### src/rtl/jk_mod_counter_pkg.sv
// Shared JK cell command encoding and the set/reset/hold decode used for
// jump targets (wrap and parallel load).
package jk_counter_pkg;

  // Encoding is {J,K}, so a command casts straight onto the cell inputs.
  typedef enum logic [1:0] {
    JK_HOLD = 2'b00,
    JK_RST  = 2'b01,
    JK_SET  = 2'b10,
    JK_TOG  = 2'b11
  } jk_cmd_t;

  function automatic jk_cmd_t jk_for(input logic q_i, input logic target_i);
    if (target_i && !q_i)      return JK_SET;
    else if (!target_i && q_i) return JK_RST;
    else                       return JK_HOLD;
  endfunction

endpackage

### src/rtl/jk_mod_counter_cell.sv
// Single JK flip-flop with synchronous active-low reset to INIT.
module jk_cell #(
  parameter logic INIT = 1'b0
) (
  input  logic clk,
  input  logic rst,
  input  logic j,
  input  logic k,
  output logic q,
  output logic q_bar
);

  always_ff @(posedge clk) begin
    if (!rst) begin
      q <= INIT;
    end else begin
      case ({j, k})
        2'b01:   q <= 1'b0;
        2'b10:   q <= 1'b1;
        2'b11:   q <= ~q;
        default: q <= q;
      endcase
    end
  end

  assign q_bar = ~q;

endmodule

### src/rtl/jk_mod_counter.sv
// Modulo-N up/down counter built from JK cells, with saturating parallel
// load, combinational terminal count and a sticky wrap flag.
module jk_mod_counter
  import jk_counter_pkg::*;
#(
  parameter int WIDTH     = 4,
  parameter int MODULUS   = 16,
  parameter int RESET_VAL = 0
) (
  input  logic             clk,
  input  logic             rst,
  input  logic             en,
  input  logic             up_dn,
  input  logic             load,
  input  logic [WIDTH-1:0] load_val,
  output logic [WIDTH-1:0] q,
  output logic [WIDTH-1:0] q_bar,
  output logic             tc,
  output logic             wrap
);

  localparam logic [WIDTH-1:0] MAX_V = WIDTH'(MODULUS - 1);
  localparam logic [WIDTH-1:0] RST_V = WIDTH'(RESET_VAL);
  localparam logic [WIDTH:0]   MOD_W = (WIDTH + 1)'(MODULUS);

  logic [WIDTH-1:0] j_vec, k_vec;
  logic [WIDTH-1:0] load_tgt, jump_tgt;
  logic [WIDTH:0]   carry_up, carry_dn;
  logic             at_bound, wrap_evt, do_jump;

  assign at_bound = up_dn ? (q == MAX_V) : (q == '0);
  assign wrap_evt = en & at_bound;
  assign tc       = rst & ~load & wrap_evt;

  // Out-of-range load values clamp to the top of the count range.
  assign load_tgt = ({1'b0, load_val} >= MOD_W) ? MAX_V : load_val;
  assign do_jump  = load | wrap_evt;
  assign jump_tgt = load ? load_tgt : (up_dn ? '0 : MAX_V);

  // Prefix-AND chains give each bit's toggle condition for +1 / -1.
  always_comb begin
    carry_up    = '0;
    carry_dn    = '0;
    carry_up[0] = 1'b1;
    carry_dn[0] = 1'b1;
    for (int i = 0; i < WIDTH; i++) begin
      carry_up[i+1] = carry_up[i] & q[i];
      carry_dn[i+1] = carry_dn[i] & ~q[i];
    end
  end

  always_comb begin
    jk_cmd_t cmd;
    j_vec = '0;
    k_vec = '0;
    for (int i = 0; i < WIDTH; i++) begin
      cmd = JK_HOLD;
      if (do_jump)
        cmd = jk_for(q[i], jump_tgt[i]);
      else if (en && (up_dn ? carry_up[i] : carry_dn[i]))
        cmd = JK_TOG;
      {j_vec[i], k_vec[i]} = cmd;
    end
  end

  for (genvar i = 0; i < WIDTH; i++) begin : g_cell
    jk_cell #(.INIT(RST_V[i])) u_cell (
      .clk   (clk),
      .rst   (rst),
      .j     (j_vec[i]),
      .k     (k_vec[i]),
      .q     (q[i]),
      .q_bar (q_bar[i])
    );
  end

  always_ff @(posedge clk) begin
    if (!rst)          wrap <= 1'b0;
    else if (load)     wrap <= 1'b0;
    else if (wrap_evt) wrap <= 1'b1;
  end

endmodule

### config.mk
export PLATFORM = sky130hd
export DESIGN_NAME = jk_mod_counter
export DESIGN_NICKNAME = d
export VERILOG_FILES = /design/src/rtl/jk_mod_counter_pkg.sv /design/src/rtl/jk_mod_counter_cell.sv /design/src/rtl/jk_mod_counter.sv
export SDC_FILE = /design/constraint.sdc
export NUM_CORES = 1
export LEC_CHECK = 0
export BUFFER_PORTS_ARGS = -buffer_cell sky130_fd_sc_hd__buf_2
export CAP_MARGIN = 20
export CORE_AREA = 4 4 41 43
export CTS_CLUSTER_SIZE = 24
export DETAILED_ROUTE_END_ITERATION = 10
export DIE_AREA = 0 0 45 47
export GPL_ROUTABILITY_DRIVEN = 0
export PLACE_DENSITY = 0.68
export SYNTH_ARGS = -nofsm -noshare
export SYNTH_HDL_FRONTEND = slang
export SYNTH_SLANG_ARGS = --single-unit
### constraint.sdc
create_clock -name clk -period 1.45 [get_ports clk]
set_input_delay 0.145 -clock clk [delete_from_list [all_inputs] [get_ports clk]]
set_output_delay 0.145 -clock clk [all_outputs]
set_load 0.02 [all_outputs]
==> metrics, run 1 <==
max_cap viols 0; Remaining Overflow, GRT 0; status finished, final reports clean; Max Slew Vio Count 0; IO Pins 19; setup_tns 0 ns; Fill cells 144; Yosys top cell area share 0.243; core region area 1300 sq um; first-pass GRT wire length 1440 um; final net count 76; DRT iter0 DRCs 5; share of cells above drive strength 1 0.439; crit path launch g_cell[0].u_cell.q; R2R Path Start g_cell[0].u_cell.q; crit path max fanout 3; post-DP HPWL 718 um; total track usage 0.0940; clock sink count 5; ANT nets after route 0; Final Hold Fails 0; die width 45 um; CP endpoint kind output port; pin slew with the least headroom to its limit 0.259 ns; CTS tree done; Final Cycle Share 0.972; CP required 1.31 ns; synth unique cells 27; post-layout min period 1.41 ns; Initial Util 0.316; CP cell instances nor4_4, mux2i_1, nor2_1, buf_4; Largest delay share family, worst path simple AND/OR/NAND/NOR gates; cell area power density 930 nW/um^2; YS warnings 0; clk buf depth 2; area of the multi-input gates 218 sq um; setup ws final 0.0412 ns; drt first pass iters 4; post-route clock skew 0.00407 ns; clk_lat worst skew 0.24 ns; vias per cell 4.74; Hold Crit Start load_val[1]; Fmax achieved 710 MHz; sequential fraction of the synthesis area 0.243; Slowest-stage cell, CP dfxtp_2; Antenna diodes 0; pre-CTS setup slack 0.188 ns; DRC viols 0; Max VDD drop 0.000358 V; row count 13; vias in the first global route 348; largest net degree at the start of global routing 10; Pleak 0.244 nW; Syn-to-layout area delta 22.5%; final wirelength 955 um; Design Power 469 uW; Post-Syn Nets 61; Avg WL per Cell 11.8 um; startpoint types flip-flop; CP Class flip-flop to output port; Sequential cell area 104 sq um; min-delay worst type input pin to flip-flop; Mean Syn Cell Area 7.92 sq um; die area 2120 sq um; Worst path max stage delay 0.33 ns; initial antenna violation count 0; Root Driver clkbuf_4; Vias 384; CTS Buf Count 3; clk slew on worst S/H paths 0.05 ns; worst rel slew slack 0.826; # setup viols final 0; Synth Register Bits 5; Synth area leader dfxtp_1; # port buffers 18; Mapped Area 412 sq um; CTS H-tree lvls 1; die height 47 um; cell count after synthesis 52; largest cells by area after synthesis dfxtp_1 (24%), buf_4 (15%), inv_1 (5.5%); RSZ-0062 raised after global routing true; CP Buf/Inv Count 1; Worst EP arrival 1.26 ns
-- cells in the mapped netlist --
| library cell | n |
|---|---|
| xnor2_1 | 1 |
| nand2_1 | 2 |
| inv_1 | 6 |
| or3_1 | 1 |
| a211oi_2 | 1 |
| o2111ai_1 | 1 |
| nor4_2 | 1 |
| o41a_1 | 1 |
| nor2b_1 | 1 |
| nand3_1 | 4 |
| nand4_1 | 1 |
| buf_6 | 1 |
| xor2_1 | 1 |
| dfxtp_1 | 5 |
| nor2_1 | 4 |
| mux2i_1 | 2 |
| clkbuf_1 | 1 |
| a2111o_1 | 1 |
| o21ai_0 | 2 |
| buf_2 | 1 |
| and4_1 | 1 |
| nor3_1 | 1 |
| buf_4 | 8 |
| o2111a_1 | 1 |
| nand3b_1 | 1 |
| and3_1 | 1 |
| o21ai_1 | 1 |
-- where the power goes --
group | switching (mW) | leakage, nW | total [mW] | internal [mW]
Combinational | 0.0795 | 0.187 | 0.136 | 0.0569
Sequential | 0.0153 | 0.0422 | 0.166 | 0.151
Clock | 0.0624 | 0.0150 | 0.167 | 0.104
Total | 0.157 | 0.244 | 0.469 | 0.312
-- sequential cells by signal, summed over array words and instances (netlist names) --
register,cells
wrap,1
g_cell.u_cell.q,4
-- layer usage --
layer,vias up,wire [um],GRT usage
met2,15,423,0.141
met1,168,436,0.114
met3,0,95,0.0498
met5,-,0,0
li1,201,-,-
met4,0,0,0.0351
-- area by class of cell --
cell class	instances	share of cell area
multi-input combinational	30	0.432
timing repair buffer	21	0.228
sequential	5	0.206
clock buffer	4	0.0521
inverter	6	0.0447
tap	15	0.0372
-- final timing paths --
path | end | slack [ns] | cells past startpoint
max | tc | 0.04 | 4
min | g_cell[1].u_cell.q | 0.14 | 3
max reg2reg | g_cell[2].u_cell.q | 0.28 | 4
min reg2reg | wrap | 0.45 | 2
-- cells in the final DEF, fill, tap and decap left out, types with 3 or more instances in the layout --
cell	count
nor2_1	4
nand3_1	4
inv_1	6
buf_2	17
clkbuf_4	3
dfxtp_2	3
buf_4	4
-- repair_timing --
| action | CTS | global route |
|---|---|---|
| cloned | 0 | 0 |
| setup buffers | 1 | 1 |
| resized for setup | 3 | 2 |
| pin swaps | 1 | 2 |
| endpoints found under the setup margin | 1 | 1 |
| hold buffers | 0 | 0 |
-- metrics by stage --
step | hold slack (ns) | instances | utilization | cell area [sq um]
finish | 0.139 | 81 | 0.388 | 504
global route | 0.159 | 81 | 0.388 | 504
CTS | 0.144 | 80 | 0.379 | 493
detailed placement | 0.394 | 75 | 0.344 | 448
global placement | 0.381 | 75 | 0.344 | 448
floorplan | 0.289 | 52 | - | 412
-- worst register-to-register path, cell delays in order (launching register included) --
cell and delay, ns:
dfxtp_2 0.33, buf_4 0.16, and3_1 0.16, o2111a_1 0.25, a211oi_2 0.18
-- cell families (layout without fill, tap and decap cells) --
logic type	count (synthesis)	in the layout	synth area share
AOI/OAI and AO/OA	8	8	0.170
muxes	2	2	0.0486
buffers and inverters	17	31	0.249
xor gates and xnor gates	2	2	0.0426
DFF	5	5	0.243
and+or+nand+nor	18	18	0.246
Power figures use the tool's default switching activity.
==> run 2: changes to the inputs <==
--- a/config.mk
+++ b/config.mk
@@ -5,6 +5,8 @@
 export SDC_FILE = /design/constraint.sdc
 export NUM_CORES = 1
 export LEC_CHECK = 0
+export ABC_AREA = 1
+export ABC_CLOCK_PERIOD_IN_PS = 1450
 export BUFFER_PORTS_ARGS = -buffer_cell sky130_fd_sc_hd__buf_2
 export CAP_MARGIN = 20
 export CORE_AREA = 4 4 41 43
@@ -12,7 +14,7 @@
 export DETAILED_ROUTE_END_ITERATION = 10
 export DIE_AREA = 0 0 45 47
 export GPL_ROUTABILITY_DRIVEN = 0
-export PLACE_DENSITY = 0.68
+export PLACE_DENSITY = 0.72
 export SYNTH_ARGS = -nofsm -noshare
 export SYNTH_HDL_FRONTEND = slang
 export SYNTH_SLANG_ARGS = --single-unit
==> run 2 against run 1 <==
  * Clock power decreased by 3%
  * Global-route usage increased by 1.0 points
  * Sequential power about the same
  * Largest power group is now registers
==> metrics, run 2 <==
Most flops, register g_cell.u_cell.q (unchanged); top_reg_cell synth dfxtp_1 (unchanged); Post-Synth Adder-Cell Area 0 (unchanged); Remaining Overflow, GRT 0 (unchanged); CTS Buf Count 3 (unchanged); synth unique cells 15 (was 27); final instance area 546 sq um (was 504 sq um); status finished, final reports clean (unchanged); CP Class flip-flop to output port (unchanged); R2R Path End g_cell[2].u_cell.q (unchanged); die width 45 um (unchanged); placed instance count 100 (was 75); Yosys top cell area share 0.218 (was 0.243); cell area power density 887 nW/um^2 (was 930 nW/um^2); startpoint types flip-flop (unchanged); pin slew with the least headroom to its limit 0.180 ns (was 0.259 ns); Vias 477 (was 384); setup_tns 0 ns (unchanged); Max VDD drop 0.000416 V (was 0.000358 V); Mean Syn Cell Area 6.04 sq um (was 7.92 sq um); most frequent cells in the layout nand2_1 (24), buf_2 (17), inv_1 (10) (was buf_2 (17), inv_1 (6), nor2_1 (4), nand3_1 (4), buf_4 (4)); Pleak 0.308 nW (was 0.244 nW); pre-CTS setup slack 0.231 ns (was 0.188 ns); Syn-to-layout area delta 18.8% (was 22.5%); CTS tree done (unchanged); setup ws final 0.111 ns (was 0.0412 ns); FF-to-FF setup slack 0.22 ns (was 0.28 ns); Post-Syn Nets 85 (was 61); Slowest-stage cell, CP dfxtp_4 (was dfxtp_2); CP cell instances nor2_2, nand2_2, nand2_2, nand3_2, nor2_2, buf_4 (was nor4_4, mux2i_1, nor2_1, buf_4); clk buf depth 2 (unchanged); WHS Endpoint wrap (was g_cell[1].u_cell.q); Post-Synth Simple-Gate Area 0.441 (was 0.246); drt first pass iters 4 (unchanged); row count 13 (unchanged); Area after DPL 494 sq um (was 448 sq um); final wirelength 942 um (was 955 um); share of cells above drive strength 1 0.389 (was 0.439); Mapped Area 459 sq um (was 412 sq um); worst hold stages 3 (unchanged); max_cap viols 0 (unchanged); Worst EP arrival 1.19 ns (was 1.26 ns); YS warnings 0 (unchanged); ANT nets after route 0 (unchanged); final net count 100 (was 76); total track usage 0.104 (was 0.0940); R2R Path Start g_cell[0].u_cell.q (unchanged); Final Hold Fails 0 (unchanged); initial antenna violation count 0 (unchanged); reg2reg path depth 9 (was 4); cell count after synthesis 76 (was 52); Initial Util 0.353 (was 0.316); post-route clock skew 0.000721 ns (was 0.00407 ns); Max Slew Vio Count 0 (unchanged); max FFs per register 4 (unchanged); Commonest cells post-synth nand2_1 (24), inv_1 (10), nor2_1 (9) (was buf_4 (8), inv_1 (6), dfxtp_1 (5)); Post-synth EDFFs 0 (unchanged); CP endpoint kind output port (unchanged); CTS H-tree lvls 1 (unchanged); Synth Register Bits 5 (unchanged); most frequent cell after synthesis nand2_1 (was buf_4); post-layout min period 1.34 ns (was 1.41 ns); min-delay worst type input pin to flip-flop (unchanged); XOR/XNOR share of the synthesized area 0.0381 (was 0.0426); CTS Hold Bufs 0 (unchanged); vias in the first global route 423 (was 348); Synth area leader dfxtp_1 (unchanged); final hold slack 0.183 ns (was 0.139 ns); clock sink count 5 (unchanged); commonest non-fill, non-tap cell in the layout nand2_1 (was buf_2); # setup viols final 0 (unchanged); clk slew on worst S/H paths 0.04 ns (was 0.05 ns); Root Driver clkbuf_4 (unchanged); largest family of logic cells by synthesized area simple AND/OR/NAND/NOR gates (was buffers and inverters); clk_lat worst skew 0.24 ns (about the same); first-pass GRT wire length 1580 um (was 1440 um); Synth Area in Compound Gates 0.0518 (was 0.170); IO Pins 19 (unchanged); crit path max fanout 7 (was 3); die height 47 um (unchanged); Final Cycle Share 0.923 (was 0.972); largest cells by area after synthesis dfxtp_1 (22%), nand2_1 (20%), buf_4 (13%) (was dfxtp_1 (24%), buf_4 (15%), inv_1 (5.5%)); sequential fraction of the synthesis area 0.218 (was 0.243); Largest regs g_cell.u_cell.q x4, wrap x1 (unchanged); CP required 1.31 ns (about the same); Antenna diodes 0 (unchanged); Fmax achieved 747 MHz (was 710 MHz); Layout Cells excl Fill 105 (was 81); Worst path max stage delay 0.36 ns (was 0.33 ns); largest net degree at the start of global routing 9 (was 10); core region area 1300 sq um (unchanged); mux cell area share after synthesis 0 (was 0.0486); post-DP HPWL 779 um (was 718 um); DRT iter0 DRCs 6 (was 5); worst rel slew slack 0.880 (was 0.826); die area 2120 sq um (unchanged); Hold Crit Start rst (was load_val[1]); async set-reset flop share out of synthesis 0 (unchanged); vias per cell 4.54 (was 4.74); Avg WL per Cell 8.97 um (was 11.8 um); # port buffers 18 (unchanged); DRC viols 0 (unchanged)
-- run 2: cell count changes in the layout (fill, tap and decap cells not counted), sizes merged, moves of 2 or more --
cell   before  now
nand2       2   27
inv         6   11
nor2        4    9
a21oi       0    3
buf        21   19
mux2i       2    0
nand3       4    6
nand4       1    3
o21ai       3    1
-- run 2: cells by family after synthesis --
family          count (synthesis)
simple gates                   45
buf+inv                        20
flops                           5
compound gates                  4
xor+xnor                        2
-- run 2: area by class of cell --
cell class                 instances  area, sq um
clock buffer                       4         26.3
tap                               15         18.8
sequential                         5          110
inverter                          11         41.3
multi-input combinational         51          249
fill                             165          756
timing repair buffer              19          100
-- run 2: worst max path at each step --
stage | cells past startpoint | endpoint | start | slack, ns
final | 6 | tc | g_cell[0].u_cell.q | 0.11
after global routing | 5 | tc | g_cell[2].u_cell.q | -0.01
after CTS | 6 | tc | g_cell[0].u_cell.q | 0.02
after detailed placement | 5 | tc | g_cell[0].u_cell.q | 0.23
after global placement | 5 | tc | g_cell[0].u_cell.q | 0.27
after floorplan | 4 | tc | g_cell[0].u_cell.q | 0.26
-- run 2: critical path, delay by kind of cell (launching register included) --
| family | cells | cell delay, ns |
|---|---|---|
| simple gates | 5 | 0.45 |
| flops | 1 | 0.36 |
| buf+inv | 1 | 0.14 |
-- run 2: repair_timing --
item	4_1_cts	5_1_grt
gates resized for setup	2	7
pin swaps	0	2
setup buffers	0	1
endpoints found under the setup margin	1	1
-- run 2: where the power goes --
part | internal (mW) | leakage [nW] | switching, mW
logic | 0.0583 | 0.250 | 0.0980
registers | 0.150 | 0.0432 | 0.0153
clock network | 0.104 | 0.0150 | 0.0579
total | 0.312 | 0.308 | 0.171
-- run 2: metal layers --
layer  global-route usage  vias to the layer above  wire length [um]
met1                0.107                      200               356
met5                    0                        -                 0
li1                     -                      254                 -
met2                0.175                       20               480
met4               0.0877                        0                25
met3               0.0307                        3                80
-- run 2: through the flow --
stage | power [mW] | utilization
3_5_place_dp | 0.318 | 0.380
4_1_cts | 0.480 | 0.402
3_3_place_gp | 0.316 | 0.380
2_1_floorplan | 0.299 | -
5_1_grt | 0.528 | 0.419
6_report | 0.484 | 0.419
